<file path="src/rtl/adder_8bit_reg_pkg.sv">
// Shared types for the registered adder: operand width, result bundle and flag helper.
package adder_pkg;

  localparam int ADDER_WIDTH = 8;

  typedef logic [ADDER_WIDTH-1:0] operand_t;

  typedef struct packed {
    operand_t sum;
    logic     carry_out;
    logic     overflow;
    logic     zero;
  } adder_result_t;

  // Two's-complement overflow: like-signed operands producing a sum of the other sign.
  function automatic logic signed_overflow(input logic a_msb, input logic b_msb, input logic s_msb);
    return (a_msb == b_msb) && (s_msb != a_msb);
  endfunction

endpackage

</file>
<file path="src/rtl/adder_8bit_reg_if.sv">
// Operand/result bundle between an upstream operand driver and the registered adder.
interface adder_if
  import adder_pkg::*;
#(
  parameter int WIDTH = ADDER_WIDTH
);
  logic             in_valid;
  logic [WIDTH-1:0] operand_a;
  logic [WIDTH-1:0] operand_b;
  logic             carry_in;
  logic             out_valid;
  logic [WIDTH-1:0] sum;
  logic             carry_out;
  logic             overflow;
  logic             zero;

  modport master (
    output in_valid, operand_a, operand_b, carry_in,
    input  out_valid, sum, carry_out, overflow, zero
  );

  modport slave (
    input  in_valid, operand_a, operand_b, carry_in,
    output out_valid, sum, carry_out, overflow, zero
  );
endinterface

</file>
<file path="src/rtl/adder_8bit_reg_full_cell.sv">
// One-bit full adder; the ripple chain in adder_8bit_reg is built from these.
module adder_full_cell (
  input  logic a,
  input  logic b,
  input  logic cin,
  output logic s,
  output logic cout
);
  logic p_s;

  assign p_s  = a ^ b;
  assign s    = p_s ^ cin;
  assign cout = (a & b) | (cin & p_s);
endmodule

</file>
<file path="src/rtl/adder_8bit_reg.sv">
// Registered ripple-carry adder: results and flags appear one clock after an accepted input
// and hold while no new input is offered.
module adder_8bit_reg
  import adder_pkg::*;
#(
  parameter int WIDTH = ADDER_WIDTH
) (
  input logic    clk,
  input logic    rst,
  adder_if.slave bus
);

  logic [WIDTH:0]   carry_s;
  logic [WIDTH-1:0] sum_s;
  adder_result_t    next_s;
  adder_result_t    result_r;
  logic             valid_r;

  assign carry_s[0] = bus.carry_in;

  for (genvar i = 0; i < WIDTH; i++) begin : g_chain
    adder_full_cell u_cell (
      .a    (bus.operand_a[i]),
      .b    (bus.operand_b[i]),
      .cin  (carry_s[i]),
      .s    (sum_s[i]),
      .cout (carry_s[i+1])
    );
  end

  // Assemble the next result and its flags from the ripple chain.
  always_comb begin
    next_s           = '0;
    next_s.sum       = sum_s;
    next_s.carry_out = carry_s[WIDTH];
    next_s.overflow  = signed_overflow(bus.operand_a[WIDTH-1], bus.operand_b[WIDTH-1],
                                       sum_s[WIDTH-1]);
    next_s.zero      = (sum_s == '0);
  end

  // Capture on accepted input; otherwise hold the result and drop out_valid.
  always_ff @(posedge clk) begin
    if (rst) begin
      result_r <= '0;
      valid_r  <= 1'b0;
    end else if (bus.in_valid) begin
      result_r <= next_s;
      valid_r  <= 1'b1;
    end else begin
      result_r <= result_r;
      valid_r  <= 1'b0;
    end
  end

  assign bus.out_valid = valid_r;
  assign bus.sum       = result_r.sum;
  assign bus.carry_out = result_r.carry_out;
  assign bus.overflow  = result_r.overflow;
  assign bus.zero      = result_r.zero;

endmodule

</file>
<file path="src/flat_wrapper.sv">
// flat-port wrapper written by rule: the top's interface ports become plain ports
module adder_8bit_reg_flat import adder_pkg::*;
#(
  parameter int WIDTH = ADDER_WIDTH
)
  (clk, rst, bus_in_valid, bus_operand_a, bus_operand_b, bus_carry_in, bus_out_valid, bus_sum, bus_carry_out, bus_overflow, bus_zero);
  adder_if #(.WIDTH(WIDTH)) bus_i ();
  input logic clk;
  input logic rst;
  input wire logic [$bits(bus_i.in_valid)-1:0] bus_in_valid;
  input wire logic [$bits(bus_i.operand_a)-1:0] bus_operand_a;
  input wire logic [$bits(bus_i.operand_b)-1:0] bus_operand_b;
  input wire logic [$bits(bus_i.carry_in)-1:0] bus_carry_in;
  output wire logic [$bits(bus_i.out_valid)-1:0] bus_out_valid;
  output wire logic [$bits(bus_i.sum)-1:0] bus_sum;
  output wire logic [$bits(bus_i.carry_out)-1:0] bus_carry_out;
  output wire logic [$bits(bus_i.overflow)-1:0] bus_overflow;
  output wire logic [$bits(bus_i.zero)-1:0] bus_zero;
  assign bus_i.in_valid = bus_in_valid;
  assign bus_i.operand_a = bus_operand_a;
  assign bus_i.operand_b = bus_operand_b;
  assign bus_i.carry_in = bus_carry_in;
  assign bus_out_valid = bus_i.out_valid;
  assign bus_sum = bus_i.sum;
  assign bus_carry_out = bus_i.carry_out;
  assign bus_overflow = bus_i.overflow;
  assign bus_zero = bus_i.zero;
  adder_8bit_reg #(.WIDTH(WIDTH)) u_core (.clk(clk), .rst(rst), .bus(bus_i));
endmodule
</file>
<file path="config.mk">
export PLATFORM = sky130hd
export DESIGN_NAME = adder_8bit_reg_flat
export DESIGN_NICKNAME = d
export VERILOG_FILES = /design/src/rtl/adder_8bit_reg_pkg.sv /design/src/rtl/adder_8bit_reg_if.sv /design/src/rtl/adder_8bit_reg_full_cell.sv /design/src/rtl/adder_8bit_reg.sv /design/src/flat_wrapper.sv
export SDC_FILE = /design/constraint.sdc
export NUM_CORES = 1
export LEC_CHECK = 0
export CAP_MARGIN = 20
export CORE_UTILIZATION = 34
export DETAILED_ROUTE_END_ITERATION = 10
export PLACE_DENSITY = 0.8
export RECOVER_POWER = 25
export SLEW_MARGIN = 20
export SYNTH_ARGS = -nofsm -noshare
export SYNTH_HDL_FRONTEND = slang
export SYNTH_HIERARCHICAL = 1
export SYNTH_SLANG_ARGS = --single-unit
</file>
<file path="constraint.sdc">
create_clock -name clk -period 4.6 [get_ports clk]
set_input_delay 0.46 -clock clk [delete_from_list [all_inputs] [get_ports clk]]
set_output_delay 0.46 -clock clk [all_outputs]
set_load 0.05 [all_outputs]
</file>
==> impl_metrics.xml <==
<?xml version="1.0" encoding="UTF-8"?>
<metrics>
  <group name="global_route">
    <metric name="gr-total-overflow" unit="">0</metric>
    <metric name="grt_max_degree" unit="">14</metric>
    <metric name="grt_use_total" unit="%">13.4</metric>
    <metric name="grt_first_pass_wirelength" unit="um">1840</metric>
    <metric name="number_of_antenna_violations_at_the_first_check_in_global_routing" unit="">0</metric>
    <metric name="first_global_vias" unit="">466</metric>
  </group>
  <group name="finish">
    <metric name="utilization" unit="%">62.1</metric>
    <metric name="drive_above_1_share" unit="%">13.3</metric>
    <metric name="flow.area_growth_from_synthesis" unit="%">61.6</metric>
    <metric name="antenna_cells" unit="">0</metric>
    <metric name="mostFrequentLayoutCell" unit="">sky130_fd_sc_hd__clkdlybuf4s50_1</metric>
    <metric name="post_layout_nonfiller_instances" unit="">99</metric>
    <metric name="most-common-layout-cells" unit="">sky130_fd_sc_hd__clkdlybuf4s50_1 (27), sky130_fd_sc_hd__dfxtp_1 (12), sky130_fd_sc_hd__nor2_1 (10)</metric>
    <metric name="num-nets-final" unit="">112</metric>
  </group>
  <group name="worst_setup_path">
    <metric name="worst_path_max_delay_cell" unit="">sky130_fd_sc_hd__fa_1</metric>
    <metric name="setup.reg_to_reg.worst_slack" unit="ns">3.84</metric>
    <metric name="worst-path-stages" unit="">11</metric>
    <metric name="worst_reg2reg_startpoint" unit="">u_core/bus.zero</metric>
    <metric name="worst_setup_path_startpoint" unit="">bus_operand_a[0]</metric>
    <metric name="crit_path_max_fanout" unit="">2</metric>
    <metric name="rr_endpoint" unit="">u_core/bus.zero</metric>
    <metric name="timing_worst_setup_path_type" unit="">in -&gt; reg</metric>
    <metric name="cell_breakdown_of_the_critical_path" unit="">clkdlybuf4s50_1, fa_2, fa_1, fa_1, fa_2, fa_2, fa_2, fa_1, fa_1, or3b_1, a311oi_2</metric>
    <metric name="reg2reg_depth" unit="">2</metric>
    <metric name="cp.buffers_inverters" unit="">1</metric>
    <metric name="max_stage_delay" unit="ns">0.51</metric>
    <metric name="timing.critical_path.to" unit="">u_core/bus.overflow</metric>
    <metric name="timing.critical_path.arrival" unit="ns">4.67</metric>
    <metric name="crit_required" unit="ns">4.78</metric>
    <metric name="critical-path-top-delay-family" unit="">adder cells</metric>
    <metric name="critical_path.startpoint_type" unit="">primary input</metric>
    <metric name="end_kind" unit="">register</metric>
  </group>
  <group name="clock_tree">
    <metric name="cts_hold_repair.buffers" unit="">0</metric>
    <metric name="cts.path.max_buffers" unit="">2</metric>
    <metric name="post_cts.repair.setup_buffers" unit="">0</metric>
    <metric name="clock_latency" unit="ns">0.26</metric>
    <metric name="cts_tree" unit="">done</metric>
    <metric name="cts_made_buffers" unit="">3</metric>
    <metric name="cts_htree_levels" unit="">1</metric>
    <metric name="clock_sink_count" unit="">12</metric>
    <metric name="cts.clk_slew.worst_paths" unit="ns">0.08</metric>
    <metric name="clock_tree.root_cell" unit="">sky130_fd_sc_hd__clkbuf_4</metric>
  </group>
  <group name="power_and_ir_drop">
    <metric name="netSwitchingPower" unit="mW">0.103</metric>
    <metric name="power.share.combinational" unit="%">37.0</metric>
    <metric name="power_internal" unit="mW">0.214</metric>
    <metric name="ir_drop" unit="mV">0.166</metric>
    <metric name="power" unit="mW">0.317</metric>
    <metric name="sw_frac_of_total" unit="%">32.5</metric>
    <metric name="p_seq_share" unit="%">37.1</metric>
    <metric name="pwr_density_cell" unit="nW/um2">324</metric>
    <metric name="total_leakage_power" unit="nW">0.390</metric>
    <metric name="clock_power_share" unit="%">25.9</metric>
  </group>
  <group name="timing">
    <metric name="setup-violations-final" unit="">0</metric>
    <metric name="post-route-min-period" unit="ns">4.49</metric>
    <metric name="hold_ws" unit="ns">0.496</metric>
    <metric name="rsz0062_at_grt" unit="">no</metric>
    <metric name="fmaxAchievable" unit="MHz">223</metric>
    <metric name="period_share" unit="%">97.5</metric>
    <metric name="timing_hold_violations_final" unit="">0</metric>
    <metric name="relSlewSlack" unit="%">56.0</metric>
    <metric name="timing.clock.skew" unit="ns">0</metric>
    <metric name="maxSlewViolCount" unit="">0</metric>
    <metric name="totalNegativeSetupSlack" unit="ns">0</metric>
    <metric name="tightestPinTransition" unit="ns">0.657</metric>
  </group>
  <group name="floorplan">
    <metric name="initial_core_util" unit="%">38.4</metric>
    <metric name="floorplan.die_area" unit="um2">1950</metric>
    <metric name="die_height" unit="um">44.2</metric>
    <metric name="fp.coreArea" unit="um2">1580</metric>
    <metric name="rows" unit="">14</metric>
    <metric name="floorplan.io_pins" unit="">32</metric>
    <metric name="horizontal_extent_of_the_die" unit="um">44.2</metric>
  </group>
  <group name="yosys">
    <metric name="netlist.top_cell.by_area" unit="">sky130_fd_sc_hd__dfxtp_1</metric>
    <metric name="synth_sequential_area_ratio" unit="%">39.7</metric>
    <metric name="postSynthNetCount" unit="">77</metric>
    <metric name="synthesized_instance_count" unit="">49</metric>
    <metric name="postSynthAreaPerCell" unit="um2">12.4</metric>
    <metric name="synth.top_cells.by_area" unit="">sky130_fd_sc_hd__dfxtp_1 (40%), sky130_fd_sc_hd__fa_1 (26%), sky130_fd_sc_hd__mux2i_1 (15%)</metric>
    <metric name="ys_seq_elements" unit="">12</metric>
    <metric name="synth_area" unit="um2">606</metric>
    <metric name="ys_warn_count" unit="">6</metric>
    <metric name="synth_cell_types" unit="">13</metric>
    <metric name="synth_top_area_share" unit="%">39.7</metric>
  </group>
  <group name="drt">
    <metric name="wl" unit="um">1220</metric>
    <metric name="route.antenna.remaining_nets" unit="">0</metric>
    <metric name="detail_route.drc_violations" unit="">2</metric>
    <metric name="vias" unit="">483</metric>
    <metric name="detailedRoute.firstIterationViolations" unit="">11</metric>
    <metric name="via_per_inst" unit="">4.88</metric>
    <metric name="drt_first_pass_iters" unit="">10</metric>
    <metric name="routed_wire_length_per_instance" unit="um">12.3</metric>
  </group>
  <group name="place">
    <metric name="buffer_ports.inserted" unit="">31</metric>
    <metric name="gp_congestion" unit="">0.746</metric>
    <metric name="placed_cells_incl_taps" unit="">95</metric>
  </group>
  <group name="status">
    <metric name="violations" unit="">design-rule violations</metric>
    <metric name="status" unit="">finished, violations left</metric>
  </group>
  <group name="hold_path">
    <metric name="min-delay-path-class" unit="">reg -&gt; reg</metric>
  </group>
  <group name="flow_run">
    <metric name="cap_violations" unit="">0</metric>
  </group>
</metrics>
-- per-layer routing --
layer | routed length (um) | global-route usage, % | vias to the layer above
met1 | 523 | 15.0 | 226
met2 | 604 | 23.8 | 23
met4 | 0 | 3.64 | 0
met5 | 0 | 0 | -
li1 | - | - | 234
met3 | 91 | 4.90 | 0
-- layout make-up --
type | count | area, um2
Sequential cell | 12 | 240
Tap cell | 16 | 20.0
Fill cell | 128 | 598
Multi-Input combinational cell | 35 | 364
Clock buffer | 4 | 36.3
Timing Repair Buffer | 32 | 318
-- worst min-delay path, stage by stage (launching register included) --
cell and delay, ns:
sky130_fd_sc_hd__dfxtp_1 0.32, sky130_fd_sc_hd__mux2i_1 0.06, sky130_fd_sc_hd__nor2_1 0.08
-- synth_stat cells --
cell type,instances
sky130_fd_sc_hd__clkbuf_1,1
sky130_fd_sc_hd__nand3b_1,1
sky130_fd_sc_hd__a31o_2,1
sky130_fd_sc_hd__nor2_1,10
sky130_fd_sc_hd__buf_4,1
sky130_fd_sc_hd__fa_1,8
sky130_fd_sc_hd__or3b_1,1
sky130_fd_sc_hd__mux2i_1,9
sky130_fd_sc_hd__nor4_1,2
sky130_fd_sc_hd__dfxtp_1,12
sky130_fd_sc_hd__nor3b_1,1
sky130_fd_sc_hd__nor2b_1,1
sky130_fd_sc_hd__a311oi_2,1
-- stage by stage --
step	setup slack (ns)	area [um2]
5_1_grt	0.0152	978
3_3_place_gp	-0.268	932
6_report	0.114	978
3_5_place_dp	-0.305	932
4_1_cts	0.0462	973
2_1_floorplan	0.233	606
-- worst min-delay path by stage --
stage / slack [ns] / from / to / cells past startpoint
3_5_place_dp: 0.49 / u_core/bus.sum[6] / u_core/bus.sum[6] / 2
6_report: 0.50 / u_core/bus.sum[3] / u_core/bus.sum[3] / 2
2_1_floorplan: 0.54 / rst / u_core/bus.out_valid / 1
4_1_cts: 0.50 / u_core/bus.sum[6] / u_core/bus.sum[6] / 2
5_1_grt: 0.53 / u_core/bus.sum[3] / u_core/bus.sum[3] / 2
3_3_place_gp: 0.47 / u_core/bus.sum[0] / u_core/bus.sum[0] / 2
-- logic make-up after synthesis --
group                      after synthesis  share of synthesized area [%]
AOI/OAI and AO/OA                        2                           3.93
adders and majority gates                8                           26.4
buffers and inverters                    2                           1.86
DFF                                     12                           39.7
muxes                                    9                           14.9
and+or+nand+nor                         16                           13.2
-- state kept, by name (all words and copies together), names as in the netlist --
register / cells
u_core/bus.out_valid: 1
u_core/bus.overflow: 1
u_core/bus.carry_out: 1
u_core/bus.sum: 8
u_core/bus.zero: 1
-- power by group through the flow --
stage	registers, mW	clock network [mW]	logic, mW
after floorplan	0.153	0	0.0354
after global placement	0.120	0	0.114
after detailed placement	0.120	0	0.115
after CTS	0.118	0.0836	0.117
after global routing	0.119	0.0906	0.126
final	0.118	0.0822	0.117
-- what timing repair did --
item / 4_1_cts / 5_1_grt
resized for setup: 2 / 2
cloned: 0 / 0
endpoints found under the setup margin: 2 / 2
pin swaps: 0 / 1
Power figures use the tool's default switching activity.
